==> config.mk <==
export PLATFORM = sky130hd
export DESIGN_NAME = square_root
export DESIGN_NICKNAME = d
export VERILOG_FILES = /design/src/rtl/square_root.sv
export SDC_FILE = /design/constraint.sdc
export NUM_CORES = 1
export LEC_CHECK = 0
export ABC_AREA = 1
export CAP_MARGIN = 0
export CORE_MARGIN = 2
export CORE_UTILIZATION = 30
export DETAILED_ROUTE_END_ITERATION = 12
export PLACE_DENSITY_LB_ADDON = 0.05
export SLEW_MARGIN = 20
export SYNTH_ARGS = -nofsm -noshare
export SYNTH_HDL_FRONTEND = slang
export SYNTH_SLANG_ARGS = --single-unit
==> constraint.sdc <==
create_clock -name CLK -period 2.2 [get_ports CLK]
set_input_delay 0.33 -clock CLK [delete_from_list [all_inputs] [get_ports CLK]]
set_output_delay 0.33 -clock CLK [all_outputs]
set_load 0.005 [all_outputs]
==> src/rtl/square_root.sv <==
// ---------------------------------------------------------------------------
// square_root
//   Sequential integer square-root peripheral. A bus write (CS=1, WE=1 on a
//   rising CLK edge) loads an 18-bit radicand. The next nine edges each
//   resolve one root bit, MSB first, using the restoring digit-by-digit
//   remainder method. The final result is floor(sqrt(DI)).
//
// Ports
//   CLK   in   1   system clock, rising-edge active
//   RST   in   1   synchronous reset, active-high, highest priority
//   CS    in   1   chip select
//   WE    in   1   write enable (write = CS & WE)
//   DI    in  18   unsigned radicand, sampled on a write edge
//   DO    out 18   {9'b0, root}; shows the partial root while DONE=0
//   DONE  out  1   1 = idle / result valid, 0 = computing
// ---------------------------------------------------------------------------
module square_root (
  input  logic        CLK,
  input  logic        RST,
  input  logic        CS,
  input  logic        WE,
  input  logic [17:0] DI,
  output logic [17:0] DO,
  output logic        DONE
);

  typedef enum logic {
    S_IDLE = 1'b0,
    S_BUSY = 1'b1
  } state_t;

  state_t      r_state;
  state_t      w_state_next;

  // r_op shifts left two bits per iteration so its top pair is always the
  // next radicand digit to bring down into the remainder.
  logic [17:0] r_op;
  logic [8:0]  r_root;
  logic [18:0] r_rem;
  logic [3:0]  r_cnt;

  logic        w_write;
  logic [18:0] w_rem_sh;
  logic [18:0] w_trial;
  logic [18:0] w_rem_sub;
  logic        w_keep;

  assign w_write   = CS & WE;

  // Bring down the next digit pair, then try subtracting (4*root + 1).
  // Keeping the subtraction is equivalent to setting the current root bit.
  assign w_rem_sh  = (r_rem << 2) | {17'b0, r_op[17:16]};
  assign w_trial   = {8'b0, r_root, 2'b01};
  assign w_keep    = (w_rem_sh >= w_trial);
  assign w_rem_sub = w_rem_sh - w_trial;

  assign DO   = {9'b0, r_root};
  assign DONE = (r_state == S_IDLE);

  // State register
  always_ff @(posedge CLK) begin
    if (RST) begin
      r_state <= S_IDLE;
    end else begin
      r_state <= w_state_next;
    end
  end

  // Next-state logic. A write always (re)starts; the edge that consumes the
  // last counter value resolves bit 0 and returns to idle.
  always_comb begin
    w_state_next = r_state;
    case (r_state)
      S_IDLE: begin
        if (w_write) begin
          w_state_next = S_BUSY;
        end
      end
      S_BUSY: begin
        if (w_write) begin
          w_state_next = S_BUSY;
        end else if (r_cnt == 4'd1) begin
          w_state_next = S_IDLE;
        end
      end
      default: w_state_next = S_IDLE;
    endcase
  end

  // Datapath
  always_ff @(posedge CLK) begin
    if (RST) begin
      r_op   <= 18'd0;
      r_root <= 9'd0;
      r_rem  <= 19'd0;
      r_cnt  <= 4'd0;
    end else if (w_write) begin
      r_op   <= DI;
      r_root <= 9'd0;
      r_rem  <= 19'd0;
      r_cnt  <= 4'd9;
    end else if (r_state == S_BUSY) begin
      r_op  <= {r_op[15:0], 2'b00};
      r_cnt <= r_cnt - 4'd1;
      if (w_keep) begin
        r_rem  <= w_rem_sub;
        r_root <= {r_root[7:0], 1'b1};
      end else begin
        r_rem  <= w_rem_sh;
        r_root <= {r_root[7:0], 1'b0};
      end
    end
  end

endmodule

==> results.md, run 1 <==
- Status: completed
- Num CTS Buffers: 5
- WL final: just under 9 mm
- Max-cap violations: 0
- Top cells by count, synth: nand2_1, inv_1, a21oi_1, dfxtp_1, nor2_1
- Critical Path Start: r_root[7]$_SDFFE_PP0P_
- Comb pwr share: 0.417
- Final hold vios: 0
- Gate Count Post-Synth: slightly below 500
- Fillers: between 1,000 and 1,500
- Avg Inst Size Synth: 6.51 sq um
- Clock Latency Late Sink: approximately 0.32 ns
- Area grow syn2layout: 21.5%
- First-pass GRT wire length: about 15 mm
- Setup violations, final: 0
- CP Launch Type: register
- Dpl hpwl: roughly 6.6 mm
- Max clock buf depth: 2
- Clock network power share: 0.259
- Hold_sp: r_op[12]$_SDFFE_PP0P_
- Synth top area share: 0.311
- Number of H-tree levels: 2
- Net Sw Frac: 0.387
- Unrepaired setup endpoints after global routing: false
- Clock tree sinks: approximately 50
- Ys flop type: dfxtp_1
- Final Slew Violations: 0
- Antenna-violating nets left: 0
- Cell accounting for the most synthesized area: dfxtp_1
- #FFs+latches synth: 49
- Internal Pwr Total: about 1.9 mW
- Placed cell area: 0.00363 sq mm
- Share of cells above drive strength 1: 0.125
- Core Util, Final: 0.372
- IO Pins: just over 40
- Post-synthesis cell type count: 35
- Peak supply drop: about 0.00031 V
- N_diodes: 0
- # port buffers: 31
- Final min period: between 2 and 2.5 ns
- Die area: ~0.011 sq mm
- Worst path required time: ~2.4 ns
- Critical Path Sink Type: register
- PnR worst setup slack: roughly 0.18 ns
- Top-count cell post-synth: nand2_1
- Post-synth EDFFs: 0
- Largest net degree at the start of global routing: just over 60
- DRC viols: 0
- Gpl congestion: 0.891
- CTS tree: yes
- Die Ht: around 110 microns
- Worst-path clk slew: 0.10 ns
- Crit Path Category: reg -> reg
- Core ar.: between 0.01 and 0.015 sq mm
- Vias/cell: between 4 and 5
- Row count: 37
- Hold slack: around 0.46 ns
- HP Class: reg -> reg
- Dpl ws: -0.0577 ns
- Sequential fraction of design power: 0.324
- PD cells: approximately 800 mW/mm^2
- Max incr delay on CP: about 0.34 ns
- Inst Count DP: between 600 and 700
- Sequential share of the synthesized area: 0.311
- Crit Reg-Reg Startpoint: r_root[7]$_SDFFE_PP0P_
- Crit path max fanout: 14
- Drt pass-1 iters: 4
- Total Nets Final: 560
- Worst path cell trace: inv_1 -> ha_1 -> buf_4 -> nand2_2 -> inv_2 -> a21oi_2 -> nand2_1 -> nor2_4 -> buf_6 -> nand3b_1 -> nand2_1 -> nand3_1 -> nand2_1 -> inv_1
- Die width: ~110 microns
- Fin crit share: 0.916
- Worst-margin pin slew: between 0.6 and 0.7 ns
- Hold-fix buffers, CTS: 0
- DR WL/cell: 13.3 microns
- Via count: slightly above 3,000
- Relative slew slack: 0.586
- Final instance area: 0.00382 sq mm
- Most frequent CP cell: nand2_1
- Initial antenna violation count: 0
- Mapped cell area: 0.00315 sq mm
- Yosys Warn Count: 0
- Fmax: around 500 MHz
- Total GRT Usage: 0.165
- Lkg Pwr: 1.81 nW
- Final non-filler cell total: between 600 and 700
- CTS root buf: clkbuf_8
- Synth top area cells: dfxtp_1, nand2_1, a21oi_1, inv_1, ha_1
- Initial Util: 0.306
- Total gr overflow: 0
- Sw Pwr: 1.19 mW
- Ys async rst share: 0
- Clk_skew: ~0.0073 ns
- Slowest stage cell, crit path: dfxtp_1
- CP Data Arrival Time: between 2 and 2.5 ns
- DRT iter0 DRCs: roughly 180
- Vias in the first global route: 2,900
==> logic make-up (layout without fill, tap and decap cells) <==
group	after synthesis	after routing	share of synthesized area
AOI/OAI and AO/OA	84	84	0.139
xor gates and xnor gates	3	3	0.00834
adders and majority gates	13	13	0.0517
buffers and inverters	92	126	0.134
DFF	49	49	0.311
other	1	9	0.00119
and+or+nand+nor	242	242	0.354
==> metal layers <==
metal / routed length [microns] / part of all wire / GRT usage / up-vias
met1: 4400 / 0.50 / 0.222 / 1333
li1: - / - / - / 1615
met3: 334 / 0.038 / 0.0343 / 12
met2: 3910 / 0.44 / 0.261 / 56
met5: 0 / 0 / 0 / -
met4: 157 / 0.018 / 0.0547 / 0
==> state kept, by name, indices dropped and copies added, names as in the netlist <==
signal and flops:
r_cnt 4, r_state 1, r_op 18, r_root 9
r_rem 17
==> repair_timing <==
action,in CTS,in global routing
gates resized for setup,1,6
pin swaps,0,1
endpoints found under the hold margin,0,0
setup endpoints to repair,13,16
setup buffers,0,3
==> cells in the final DEF (no fill, tap or decap), types with 2 or more instances in the layout <==
cell type / Yosys / layout
a21oi_1: 54 / 53
a21oi_2: 2 / 3
buf_4: 11 / 23
bufinv_16: 0 / 2
clkbuf_8: 0 / 5
clkdlybuf4s50_1: 0 / 31
conb_1: 1 / 9
dfxtp_1: 49 / 48
ha_1: 13 / 12
inv_1: 58 / 58
inv_2: 5 / 5
nand2_1: 145 / 145
nand2_2: 3 / 3
nand3_1: 24 / 24
nand3_2: 10 / 10
nand3b_1: 6 / 6
nand4_1: 11 / 11
nor2_1: 27 / 26
nor2_2: 4 / 3
nor2_4: 0 / 2
nor3_1: 4 / 4
nor3_2: 3 / 3
o21ai_0: 24 / 24
xor2_1: 2 / 2
==> critical path, delay by kind of cell, from the launching register on <==
kind                     cells  cell delay, ns
AO/OA/AOI/OAI                1            0.14
adder cells (fa/ha/maj)      1            0.31
buffers and inverters        5            0.47
flip-flops                   1            0.34
AND/OR/NAND/NOR              7            0.65
==> stage by stage <==
stage / setup TNS, ns / total power, mW
global placement: -0.0291 / 2.22
floorplan: 0 / 1.97
finish: 0 / 3.06
CTS: 0 / 3.03
detailed placement: -0.273 / 2.22
global route: 0 / 3.32
==> path summary, 6_finish.rpt <==
| check | endpoint | slack, ns | cells after the start |
|---|---|---|---|
| worst min register to register | r_op[14]$_SDFFE_PP0P_ | 0.46 | 2 |
| worst min-delay path | r_op[14]$_SDFFE_PP0P_ | 0.46 | 2 |
| worst max register to register | r_rem[15]$_SDFFE_PP0P_ | 0.18 | 14 |
| worst max-delay path | r_rem[15]$_SDFFE_PP0P_ | 0.18 | 14 |
==> power by group through the flow <==
| stage | sequential (mW) | combinational [mW] | clock (mW) |
|---|---|---|---|
| 6_report | 0.993 | 1.28 | 0.793 |
| 5_1_grt | 1.00 | 1.46 | 0.857 |
| 4_1_cts | 0.993 | 1.21 | 0.824 |
| 3_5_place_dp | 1.01 | 1.20 | 0 |
| 3_3_place_gp | 1.01 | 1.21 | 0 |
| 2_1_floorplan | 0.998 | 0.967 | 0 |
==> layout make-up <==
class	instances	area, sq um	share of cell area
clock buffers	5	68.8	0.0180
clock inverters	3	68.8	0.0180
inverters	63	236	0.0618
multi-input cells	351	1800	0.472
flip-flops and latches	49	982	0.257
well taps	136	170	0.0445
repair buffers	55	494	0.129
(Power assumes the default switching activity.)
==> run 2, diff against run 1 <==
--- a/config.mk
+++ b/config.mk
@@ -10,7 +10,6 @@
 export CORE_MARGIN = 2
 export CORE_UTILIZATION = 30
 export DETAILED_ROUTE_END_ITERATION = 12
-export PLACE_DENSITY_LB_ADDON = 0.05
 export SLEW_MARGIN = 20
 export SYNTH_ARGS = -nofsm -noshare
 export SYNTH_HDL_FRONTEND = slang
==> run 2 against run 1 <==
Critical path type unchanged. Worst setup slack worse by 0.067 ns. Global-route usage down 2.1 points. Final area down 2.2%. Clock skew up 0.0043 ns. Sequential power about the same. Non-clock buffer count down 12. Clock-buffer cell count up 1. Via count up 3.4%. Register-to-register slack worse by 0.07 ns. Power down 3.6%.
==> results.md, run 2 (synthesis results as in run 1) <==
- Final hold vios: 0 (unchanged)
- Largest net degree at the start of global routing: 61 (unchanged)
- Number of H-tree levels: 2 (unchanged)
- Antenna-violating nets left: 0 (unchanged)
- Biggest register: r_op
- Total GRT Usage: 0.144 (-0.0209)
- Placed cell area: 0.00355 sq mm (-2.3%)
- Most frequent cells in the layout: nand2_1, inv_1, a21oi_1
- Storage cell area: 983 sq um (+0.13%)
- N_diodes: 0 (unchanged)
- Dpl ws: -0.0469 ns (+0.0109 ns)
- PD cells: 789 mW/mm^2 (-1.5%)
- Peak supply drop: 0.000465 V (+50%)
- Reg2Reg Depth: 12 (-2)
- CTS tree: yes
- Worst-margin pin slew: 0.630 ns (+0.00924 ns)
- Vias/cell: 4.79 (+5.1%)
- Clk_skew: 0.0116 ns (+0.00430 ns)
- Total Power: 2.95 mW (-3.6%)
- Final setup TNS: 0 ns (unchanged)
- Initial antenna violation count: 0 (unchanged)
- Initial Util: 0.306 (unchanged)
- M1 GR Usage: 0.202 (-0.0207)
- Crit Path Category: reg -> reg
- WL final: 8.11 mm (-7.9%)
- DRT iter0 DRCs: 159 (-9.1%)
- # port buffers: 31 (unchanged)
- GRT busiest layer: met2
- Crit Reg-Reg Startpoint: r_root[6]$_SDFFE_PP0P_
- CTS root buf: clkbuf_8
- Vias in the first global route: 2,867 (-1.1%)
- Final min period: 2.08 ns (+0.0674 ns)
- Hold Crit Depth: 2 (unchanged)
- Largest register FFs: 18 (unchanged)
- Fin crit share: 0.947 (+0.0307)
- Crit path max fanout: 14 (unchanged)
- Die area: 0.0113 sq mm (unchanged)
- Status: completed
- Final Slew Violations: 0 (unchanged)
- Core ar.: 0.0103 sq mm (unchanged)
- Total gr overflow: 0 (unchanged)
- Inst Count DP: 640 (-1.7%)
- Num CTS Buffers: 5 (unchanged)
- Critical Path Sink Type: register
- Via count: 3,118 (+3.4%)
- Final non-filler cell total: 651 (-1.7%)
- Total Nets Final: 549 (-2.0%)
- Critical Path Start: r_root[6]$_SDFFE_PP0P_
- Largest registers: r_op (18), r_rem (17), r_root (9)
- Area occupied by multi-input gates: 0.00184 sq mm (+1.8%)
- Die width: 106 microns (unchanged)
- Max-cap violations: 0 (unchanged)
- Area grow syn2layout: 18.8%
- Worst path required time: 2.41 ns (about the same)
- Commonest non-fill, non-tap cell in the layout: nand2_1
- Drt pass-1 iters: 4 (unchanged)
- CP Launch Type: register
- Clock tree sinks: 49 (unchanged)
- Core Util, Final: 0.364 (-0.00804)
- Row count: 37 (unchanged)
- IO Pins: 41 (unchanged)
- Fillers: 1,146 (-3.1%)
- Lkg Pwr: 1.74 nW (-3.9%)
- Dpl hpwl: 5.90 mm (-11%)
- First-pass GRT wire length: 13.3 mm (-9.0%)
- HP Class: reg -> reg
- Worst-path clk slew: 0.10 ns (about the same)
- Share of cells above drive strength 1: 0.109 (-0.0167)
- DR WL/cell: 12.5 microns (-6.3%)
- Clock Latency Late Sink: 0.31 ns (about the same)
- PnR worst setup slack: 0.118 ns (-0.0674 ns)
- Hold_sp: r_op[9]$_SDFFE_PP0P_
- Relative slew slack: 0.580 (-0.00616)
- DRC viols: 0 (unchanged)
- Setup violations, final: 0 (unchanged)
- Die Ht: 106 microns (unchanged)
- Fmax: 480 MHz (-3.2%)
- Max clock buf depth: 2 (unchanged)
- Met3 usage: 0.0294 (-0.00490)
- Gpl congestion: 0.922 (+3.4%)
- CP Data Arrival Time: 2.30 ns (+0.06 ns)
- GR Layer Usage met2: 0.228 (-0.0334)
- Final instance area: 0.00374 sq mm (-2.2%)
- Hold slack: 0.454 ns (-0.0102 ns)
run 2: worst paths after layout:
path | end | slack [ns]
setup / recovery | r_rem[11]$_SDFFE_PP0P_ | 0.12
hold reg to reg | r_op[11]$_SDFFE_PP0P_ | 0.45
hold / removal | r_op[11]$_SDFFE_PP0P_ | 0.45
setup reg to reg | r_rem[11]$_SDFFE_PP0P_ | 0.12
run 2: power by group:
| group | total [mW] | internal, mW | switching (mW) |
|---|---|---|---|
| registers | 1.00 | 0.946 | 0.0538 |
| logic | 1.28 | 0.461 | 0.818 |
| clock network | 0.675 | 0.342 | 0.332 |
run 2: layer usage:
| layer | vias to the layer above | part of all wire |
|---|---|---|
| met5 | - | 0 |
| met4 | 0 | 0.013 |
| met3 | 8 | 0.058 |
| met2 | 88 | 0.44 |
| met1 | 1423 | 0.49 |
| li1 | 1599 | - |
run 2: critical path, cell delays in order, from the launching register on:
cell and delay (ns):
dfxtp_1 0.38, inv_1 0.06, ha_1 0.35, nand2_1 0.14
nor2_2 0.16, nand2_1 0.07, a21oi_1 0.24, nor2_4 0.09
buf_6 0.16, nand3b_1 0.08, o211ai_1 0.11, nand2_1 0.10
inv_1 0.04
run 2: what timing repair did:
item,in CTS,in global routing
hold buffers,0,0
setup buffers,0,2
resized for setup,1,9
gates cloned,0,1
endpoints found under the setup margin,10,12
pin swaps,0,3
run 2: layout make-up:
cell class,instances,area share
clock inverter,2,0.0104
clock buffer,6,0.0194
tap,136,0.0455
timing repair buffer,43,0.108
sequential,49,0.263
multi-input combinational,352,0.491
inverter,63,0.0632
